===== config.mk =====
export PLATFORM = sky130hd
export DESIGN_NAME = ddr3_refresh_scheduler
export DESIGN_NICKNAME = d
export VERILOG_FILES = /design/src/rtl/ddr3_refresh_scheduler.sv
export SDC_FILE = /design/constraint.sdc
export NUM_CORES = 1
export LEC_CHECK = 0
export CAP_MARGIN = 20
export CORE_MARGIN = 2
export CORE_UTILIZATION = 62
export CTS_BUF_LIST = sky130_fd_sc_hd__clkbuf_8
export CTS_CLUSTER_SIZE = 40
export DETAILED_ROUTE_END_ITERATION = 16
export PLACE_DENSITY = 0.95
export SYNTH_ARGS = -nofsm -noshare
export SYNTH_HDL_FRONTEND = slang
export SYNTH_SLANG_ARGS = --single-unit

===== constraint.sdc =====
create_clock -name clk -period 8.92 [get_ports clk]
set_input_delay 0.892 -clock clk [delete_from_list [all_inputs] [get_ports clk]]
set_output_delay 0.892 -clock clk [all_outputs]
set_load 0.01 [all_outputs]

===== src/rtl/ddr3_refresh_scheduler.sv =====
// rtl/ddr3_refresh_scheduler.sv - DDR3 auto-refresh scheduler with debt tracking (optional DDR3_REF_BURST_EN)
module ddr3_refresh_scheduler #(
    parameter int TREFI_CLK = 1560,
    parameter int TRP_CLK   = 8,
    parameter int TRFC_CLK  = 64,
    parameter int MAX_DEBT  = 8
) (
    input  logic       clk,
    input  logic       reset,
    input  logic       ready,
    input  logic       cmd_pending,
    input  logic       pl_idle,
    output logic       cmd_allow,
    output logic       ref_busy,
    output logic       csbar,
    output logic       rasbar,
    output logic       casbar,
    output logic       webar,
    output logic       a10,
    output logic [3:0] debt,
    output logic       overflow
);

    localparam int IW   = (TREFI_CLK > 1) ? $clog2(TREFI_CLK) : 1;
    localparam int PMAX = (TRFC_CLK > TRP_CLK) ? TRFC_CLK : TRP_CLK;
    localparam int CW   = $clog2(PMAX + 2);

    // command pin encodings {cs, ras, cas, we}
    localparam logic [3:0] CMD_NOP = 4'b0111;
    localparam logic [3:0] CMD_PRE = 4'b0010;
    localparam logic [3:0] CMD_REF = 4'b0001;
    localparam logic [3:0] CMD_DES = 4'b1111;

    typedef enum logic [2:0] {S_IDLE, S_DRAIN, S_PRE, S_TRP, S_REF, S_TRFC} state_t;

    state_t         r_state;
    state_t         w_next;
    logic [IW-1:0]  r_ivl;
    logic [CW-1:0]  r_cnt;
    logic [CW-1:0]  w_limit;
    logic [3:0]     r_debt;
    logic [3:0]     w_debt_next;
    logic           r_overflow;
    logic [3:0]     r_cmd;
    logic           r_a10;
    logic           r_busy;
    logic           r_allow;
    logic           w_inc;
    logic           w_dec;
    logic           w_last;
    logic [3:0]     w_cmd;
    logic           w_a10;
    logic           w_busy;
    logic           w_allow;

    assign w_inc = ready && (r_ivl == IW'(TREFI_CLK - 1));

    // next state, debt arithmetic and the registered-output values for that next state
    always_comb begin
        w_next      = r_state;
        w_limit     = '0;
        w_cmd       = CMD_NOP;
        w_a10       = 1'b0;
        w_busy      = 1'b0;
        w_allow     = 1'b0;
        w_debt_next = r_debt;
        unique case (r_state)
            S_PRE, S_REF: w_limit = CW'(1);
            S_TRP:        w_limit = CW'(TRP_CLK - 1);
            S_TRFC:       w_limit = CW'(TRFC_CLK - 1);
            default:      w_limit = '0;
        endcase
        w_last = (r_cnt == w_limit);
        if (!ready) begin
            w_next = S_IDLE;
        end else begin
            unique case (r_state)
                S_IDLE:  if (r_debt != 4'd0 && (!cmd_pending || r_debt >= 4'(MAX_DEBT))) w_next = S_DRAIN;
                S_DRAIN: if (pl_idle) w_next = S_PRE;
                S_PRE:   if (w_last) w_next = S_TRP;
                S_TRP:   if (w_last) w_next = S_REF;
                S_REF:   if (w_last) w_next = S_TRFC;
                S_TRFC: begin
                    if (w_last) begin
`ifdef DDR3_REF_BURST_EN
                        w_next = (r_debt != 4'd0) ? S_REF : S_IDLE;
`else
                        w_next = S_IDLE;
`endif
                    end
                end
                default: w_next = S_IDLE;
            endcase
        end
        w_dec = (w_next == S_REF) && (r_state != S_REF);
        if (w_inc && !w_dec) begin
            if (r_debt != 4'hF) w_debt_next = r_debt + 4'd1;
        end else if (w_dec && !w_inc) begin
            if (r_debt != 4'h0) w_debt_next = r_debt - 4'd1;
        end
        unique case (w_next)
            S_PRE:  begin w_cmd = CMD_PRE; w_a10 = 1'b1; end
            S_REF:  w_cmd = CMD_REF;
            default: w_cmd = CMD_NOP;
        endcase
        w_busy  = (w_next == S_PRE) || (w_next == S_TRP) || (w_next == S_REF) || (w_next == S_TRFC);
        w_allow = (w_next == S_IDLE) && (w_debt_next < 4'(MAX_DEBT));
    end

    // state register, counters, debt and registered command outputs
    always_ff @(posedge clk) begin
        if (reset) begin
            r_state    <= S_IDLE;
            r_ivl      <= '0;
            r_cnt      <= '0;
            r_debt     <= 4'd0;
            r_overflow <= 1'b0;
            r_cmd      <= CMD_DES;
            r_a10      <= 1'b0;
            r_busy     <= 1'b0;
            r_allow    <= 1'b0;
        end else begin
            r_state <= w_next;
            if (!ready || w_inc) r_ivl <= '0;
            else                 r_ivl <= r_ivl + IW'(1);
            if (w_next != r_state || r_state == S_IDLE || r_state == S_DRAIN) r_cnt <= '0;
            else                                                              r_cnt <= r_cnt + CW'(1);
            r_debt <= w_debt_next;
            if (w_inc && r_debt == 4'(MAX_DEBT)) r_overflow <= 1'b1;
            r_cmd   <= w_cmd;
            r_a10   <= w_a10;
            r_busy  <= w_busy;
            r_allow <= w_allow;
        end
    end

    assign csbar     = r_cmd[3];
    assign rasbar    = r_cmd[2];
    assign casbar    = r_cmd[1];
    assign webar     = r_cmd[0];
    assign a10       = r_a10;
    assign ref_busy  = r_busy;
    assign cmd_allow = r_allow;
    assign debt      = r_debt;
    assign overflow  = r_overflow;

endmodule


==> flow_metrics.tcl, run 1 <==
set metrics [dict create \
    layout_setup_ws_ns 5.53 \
    drive_gt1_frac 0.0952 \
    clock_skew_ns 0.00419 \
    hold_viol_final 0 \
    switching_power_w 0.0000542 \
    ys_seq_area_frac 0.387 \
    ir_drop_uv 117 \
    cellPowerDensity_nw_per_um2 133 \
    synthArstFlopShare 0 \
    cts_inserted_buffers 5 \
    cts_hold_buf 0 \
    rows 19 \
    fp.dieW_um 56.5 \
    fmax_mhz 295 \
    seqCellArea_um2 661 \
    cp-end-kind "flop" \
    p_int_w 0.000204 \
    routed_wl_mm 3.23 \
    final_common_cell "dfxtp_1" \
    slew-limit-headroom 0.716 \
    synth_area_per_cell_um2 8.75 \
    clock-sinks 33 \
    utilization 0.724 \
    coreArea_um2 2690 \
    synth.largest_area_cell "dfxtp_1" \
    nets 221 \
    drtIter0Drc 49 \
    crit_chain "or3b_1, mux2i_1, nand4_1, or2_2, ha_1, or4b_2, o31ai_1, nor2_1, a21oi_1, nor2b_1" \
    ys.flop_type "dfxtp_1" \
    arrival_ns 3.60 \
    finalSetupTns_ns 0 \
    setup_viol 0 \
    hold_path.class "flop to flop" \
    yosysWarnings 0 \
    drt-pass1-iter-count 4 \
    gp_congestion 0.903 \
    synth_top_area_frac 0.387 \
    grt_pass1_wl_mm 5.46 \
    switching_share 0.210 \
    p_clk_frac 0.399 \
    period_minus_slack_ns 3.39 \
    p_seq_frac 0.576 \
    postCtsSetupBuffers 0 \
    cap_violations 0 \
    clk_latency_ns 0.28 \
    via_count 1406 \
    syn-cell-area_um2 1710 \
    power_frac_comb 0.026 \
    synthCells 195 \
    io_pins 17 \
    initial_core_util 0.635 \
    hpwl_mm 2.25 \
    root_buffer "clkbuf_8" \
    die_y_um 56.5 \
    startpoint_type "flop" \
    power_leakage_nw 0.708 \
    slowest_stage "or4b_2" \
    areaGrowthSynthToFinish_pct 13.9 \
    max_stage_delay_ns 0.66 \
    preCtsSetupSlack_ns 5.44 \
    crit_fanout 12 \
    synthTopCellsByArea "dfxtp_1 (39%), nor2_1 (6.8%), ha_1 (5.1%)" \
    antenna_cells 0 \
    clkTransAtPathRegs_ns 0.07 \
    synth_edf_count 0 \
    cts.repair.resized 0 \
    io_buffers 16 \
    finalPower_w 0.000258 \
    place_inst 233 \
    track_usage 0.217 \
    grt_pass1_vias 1245 \
    antenna_found_initial 0 \
    multi_input_area_um2 961 \
    rsz0062_at_grt "no" \
    synth_seq_cells 33 \
    syn_nets 207 \
    die-area_um2 3190 \
    ant_nets 0 \
    h-tree-depth 2 \
    clockBufferDepth 2 \
    grt_overflow 0 \
    final_cell_mix "dfxtp_1 (33), nor2_1 (31), clkdlybuf4s50_1 (16)" \
    period_share 0.380 \
    grt_max_degree 13 \
    fin_cells 241 \
    required_ns 9.13 \
    final.fill_count 209 \
    outcome "completed" \
    cts_tree "built" \
    slew_viol_final 0 \
    worst_pin_slew_ns 0.423 \
    wl_per_cell_um 13.4 \
    crit_type "flop to flop" \
    vias_per_cell 5.83 \
    drcViolationCount 0 \
    ys_types 46 \
]
metal layers:
metal | vias to the layer above | wire, um | GRT usage
li1 | 712 | - | -
met1 | 640 | 1460 | 0.273
met2 | 48 | 1570 | 0.347
met3 | 6 | 160 | 0.0553
met4 | 0 | 29 | 0.0986
met5 | - | 0 | 0
area by class of cell:
cell class                 instances  share of cell area
multi-input combinational        142               0.494
sequential                        33               0.340
tap                               31              0.0199
clock inverter                     3             0.00708
clock buffer                       5              0.0354
timing repair buffer              16              0.0824
inverter                          11              0.0212
final timing paths:
kind,slack (ns),depth (start not counted),endpoint,startpoint
setup / recovery,5.53,10,debt[3]$_SDFF_PP0_,r_state[0]$_SDFF_PP0_
hold / removal,0.47,1,r_cnt[0]$_SDFF_PP0_,r_cnt[0]$_SDFF_PP0_
setup reg to reg,5.53,10,debt[3]$_SDFF_PP0_,r_state[0]$_SDFF_PP0_
hold reg to reg,0.47,1,r_cnt[0]$_SDFF_PP0_,r_cnt[0]$_SDFF_PP0_
power by group through the flow:
stage                     clock network, W   logic (W)  registers, W
final                             0.000103  0.00000664      0.000149
after global routing              0.000111  0.00000744      0.000149
after CTS                         0.000106  0.00000669      0.000149
after detailed placement                 0  0.00000669      0.000152
after global placement                   0  0.00000645      0.000152
after floorplan                          0  0.00000280      0.000152
sequential cells by signal (all words and copies together) (netlist names):
register and count:
r_ivl 11, r_cnt 7, debt 4, r_cmd 4, r_state 3, a10 1
cmd_allow 1, overflow 1, ref_busy 1
stage by stage:
stage,area [um2],hold WS [ns]
final,1940,0.469
after global routing,1940,0.515
after CTS,1940,0.472
after detailed placement,1860,0.457
after global placement,1860,0.447
after floorplan,1710,0.430
synthesized netlist by cell type (all sizes together) (2+ instances only):
cell	number
o31ai	2
nand2b	4
a211o	3
a31oi	3
nor2	31
clkbuf	6
and2	3
inv	11
nand2	8
nand4	2
or2	5
nor3b	2
or3	2
xnor2	8
o22ai	2
mux2i	3
o21ai	3
nand3	11
xor2	7
a221oi	2
nor2b	4
and3	5
buf	3
a21oi	3
ha	7
dfxtp	33
a311oi	3
nor3	3
mux2	2
o311ai	2
cell families (layout without fill, tap and decap cells):
kind of cell	Yosys count	after routing	share of synthesized area
and+or+nand+nor	86	86	0.263
DFF	33	33	0.387
AOI/OAI and AO/OA	29	29	0.132
buffers and inverters	20	35	0.0499
xor gates and xnor gates	15	15	0.0814
adders and majority gates	7	7	0.0513
muxes	5	5	0.0352
worst max-delay path: cells and delay by family, from the launching register on:
family                     cells  cell delay [ns]
muxes                          1             0.28
DFF                            1             0.54
and+or+nand+nor                6             1.80
AOI/OAI and AO/OA              2             0.40
adders and majority gates      1             0.31
No activity file was read; power rests on OpenSTA's default activity.
==> run 2: changes to the inputs <==
CORE_UTILIZATION = 53   (was 62)
PLACE_DENSITY = 0.87   (was 0.95)
clock period = 2.9 ns   (was 8.92 ns; I/O delays follow)
==> run 2 against run 1 <==
Clock power rose to 3.1 times the previous value. Non-clock buffer count rose by 12. Flip-flop and latch count did not move. Largest power group unchanged. Highest routed layer unchanged. Worst setup slack got worse by 5.3 ns.
==> flow_metrics.tcl, run 2 (synthesis gave the netlist of run 1 again) <==
set metrics [dict create \
    cts_tree "built" \
    layout_setup_ws_ns 0.181 \
    io_pins 17 \
    grt_pass1_wl_mm 5.87 \
    drt-pass1-iter-count 5 \
    coreArea_um2 3050 \
    worst_pin_slew_ns 0.404 \
    ir_drop_uv 254 \
    clock-sinks 33 \
    nets 233 \
    largest_reg_flops 11 \
    hold_viol_final 0 \
    grt_overflow 0 \
    final_common_cell "nor2_1" \
    cts_inserted_buffers 5 \
    clk_latency_ns 0.28 \
    clkTransAtPathRegs_ns 0.07 \
    drcViolationCount 0 \
    hold_path.class "flop to flop" \
    final_cell_mix "nor2_1 (31), dfxtp_1 (30), clkdlybuf4s50_1 (16)" \
    regMostFlops "r_ivl" \
    fmax_mhz 368 \
    startpoint_type "flop" \
    antenna_found_initial 0 \
    grt_max_degree 12 \
    vias_per_cell 5.56 \
    gp_congestion 0.860 \
    cellPowerDensity_nw_per_um2 383 \
    arrival_ns 2.90 \
    h-tree-depth 2 \
    crit_fanout 4 \
    hpwl_mm 2.52 \
    cts_hold_buf 0 \
    slew-limit-headroom 0.728 \
    areaGrowthSynthToFinish_pct 22.3 \
    outcome "completed" \
    clock_skew_ns 0.00642 \
    wl_per_cell_um 13.5 \
    io_buffers 16 \
    final.fill_count 248 \
    root_buffer "clkbuf_8" \
    grt_pass1_vias 1448 \
    cap_violations 0 \
    drive_gt1_frac 0.185 \
    fin_hold_ws_ns 0.466 \
    fp.dieW_um 60.7 \
    cp-end-kind "flop" \
    via_count 1479 \
    setup_viol 0 \
    finalSetupTns_ns 0 \
    drtIter0Drc 102 \
    routed_wl_mm 3.59 \
    clockBufferDepth 2 \
    track_usage 0.212 \
    die_y_um 60.7 \
    period_share 0.938 \
    period_minus_slack_ns 2.72 \
    required_ns 3.08 \
    rsz0062_at_grt "no" \
    preCtsSetupSlack_ns 0.164 \
    ant_nets 0 \
    die-area_um2 3690 \
    rows 20 \
    initial_core_util 0.559 \
    slew_viol_final 0 \
    reg.largest.list "r_ivl x11, r_cnt x7" \
    antenna_cells 0 \
    crit_type "flop to flop" \
    power_leakage_nw 0.762 \
]
[run 2: routing by layer]
layer | vias up | track usage | share of wire
met5 | - | 0 | 0
met4 | 0 | 0.0839 | 0.024
met3 | 11 | 0.0746 | 0.058
met2 | 61 | 0.366 | 0.50
met1 | 674 | 0.239 | 0.41
li1 | 733 | - | -
[run 2: final cells by class]
cell class / instances / area [um2] / area share
inverters: 11 / 41.3 / 0.0198
clock inverters: 3 / 13.8 / 0.00659
clock buffers: 5 / 68.8 / 0.0330
flip-flops and latches: 33 / 664 / 0.318
well taps: 44 / 55.1 / 0.0264
repair buffers: 28 / 250 / 0.120
multi-input cells: 142 / 993 / 0.476
[run 2: critical path: stages (launching register included)]
cell and delay (ns):
dfxtp_1 0.33, or3_1 0.38, mux2i_2 0.18, nand4_1 0.16
or2_4 0.29, inv_1 0.06, ha_1 0.18, or4b_4 0.48
o22ai_2 0.20, a21oi_2 0.08, a2111oi_2 0.28
[run 2: power breakdown]
part / internal, W / switching [W]
Combinational: 0.0000108 / 0.0000104
Clock: 0.000162 / 0.000159
Sequential: 0.000456 / 0.00000174
Total: 0.000629 / 0.000171
[run 2: final timing paths]
kind	slack (ns)	startpoint	end	cells past startpoint
max reg2reg	0.18	r_cnt[5]$_SDFF_PP0_	cmd_allow$_SDFF_PP0_	10
min reg2reg	0.47	r_ivl[0]$_SDFF_PP0_	r_ivl[0]$_SDFF_PP0_	1
max	0.18	r_cnt[5]$_SDFF_PP0_	cmd_allow$_SDFF_PP0_	10
min	0.47	r_ivl[0]$_SDFF_PP0_	r_ivl[0]$_SDFF_PP0_	1
[run 2: through the flow]
step                      total power (W)  utilization  std cells  area, um2
after floorplan                  0.000477            -        195       1730
after global placement           0.000489        0.644        255       1970
after detailed placement         0.000489        0.644        255       1970
after CTS                        0.000812        0.671        263       2050
after global routing             0.000833        0.684        266       2090
final                            0.000800        0.684        266       2090
[run 2: timing repair]
item | 4_1_cts | 5_1_grt
hold endpoints to repair | 0 | 0
resized for setup | 0 | 7
setup buffers | 0 | 3
setup endpoints to repair | 0 | 5
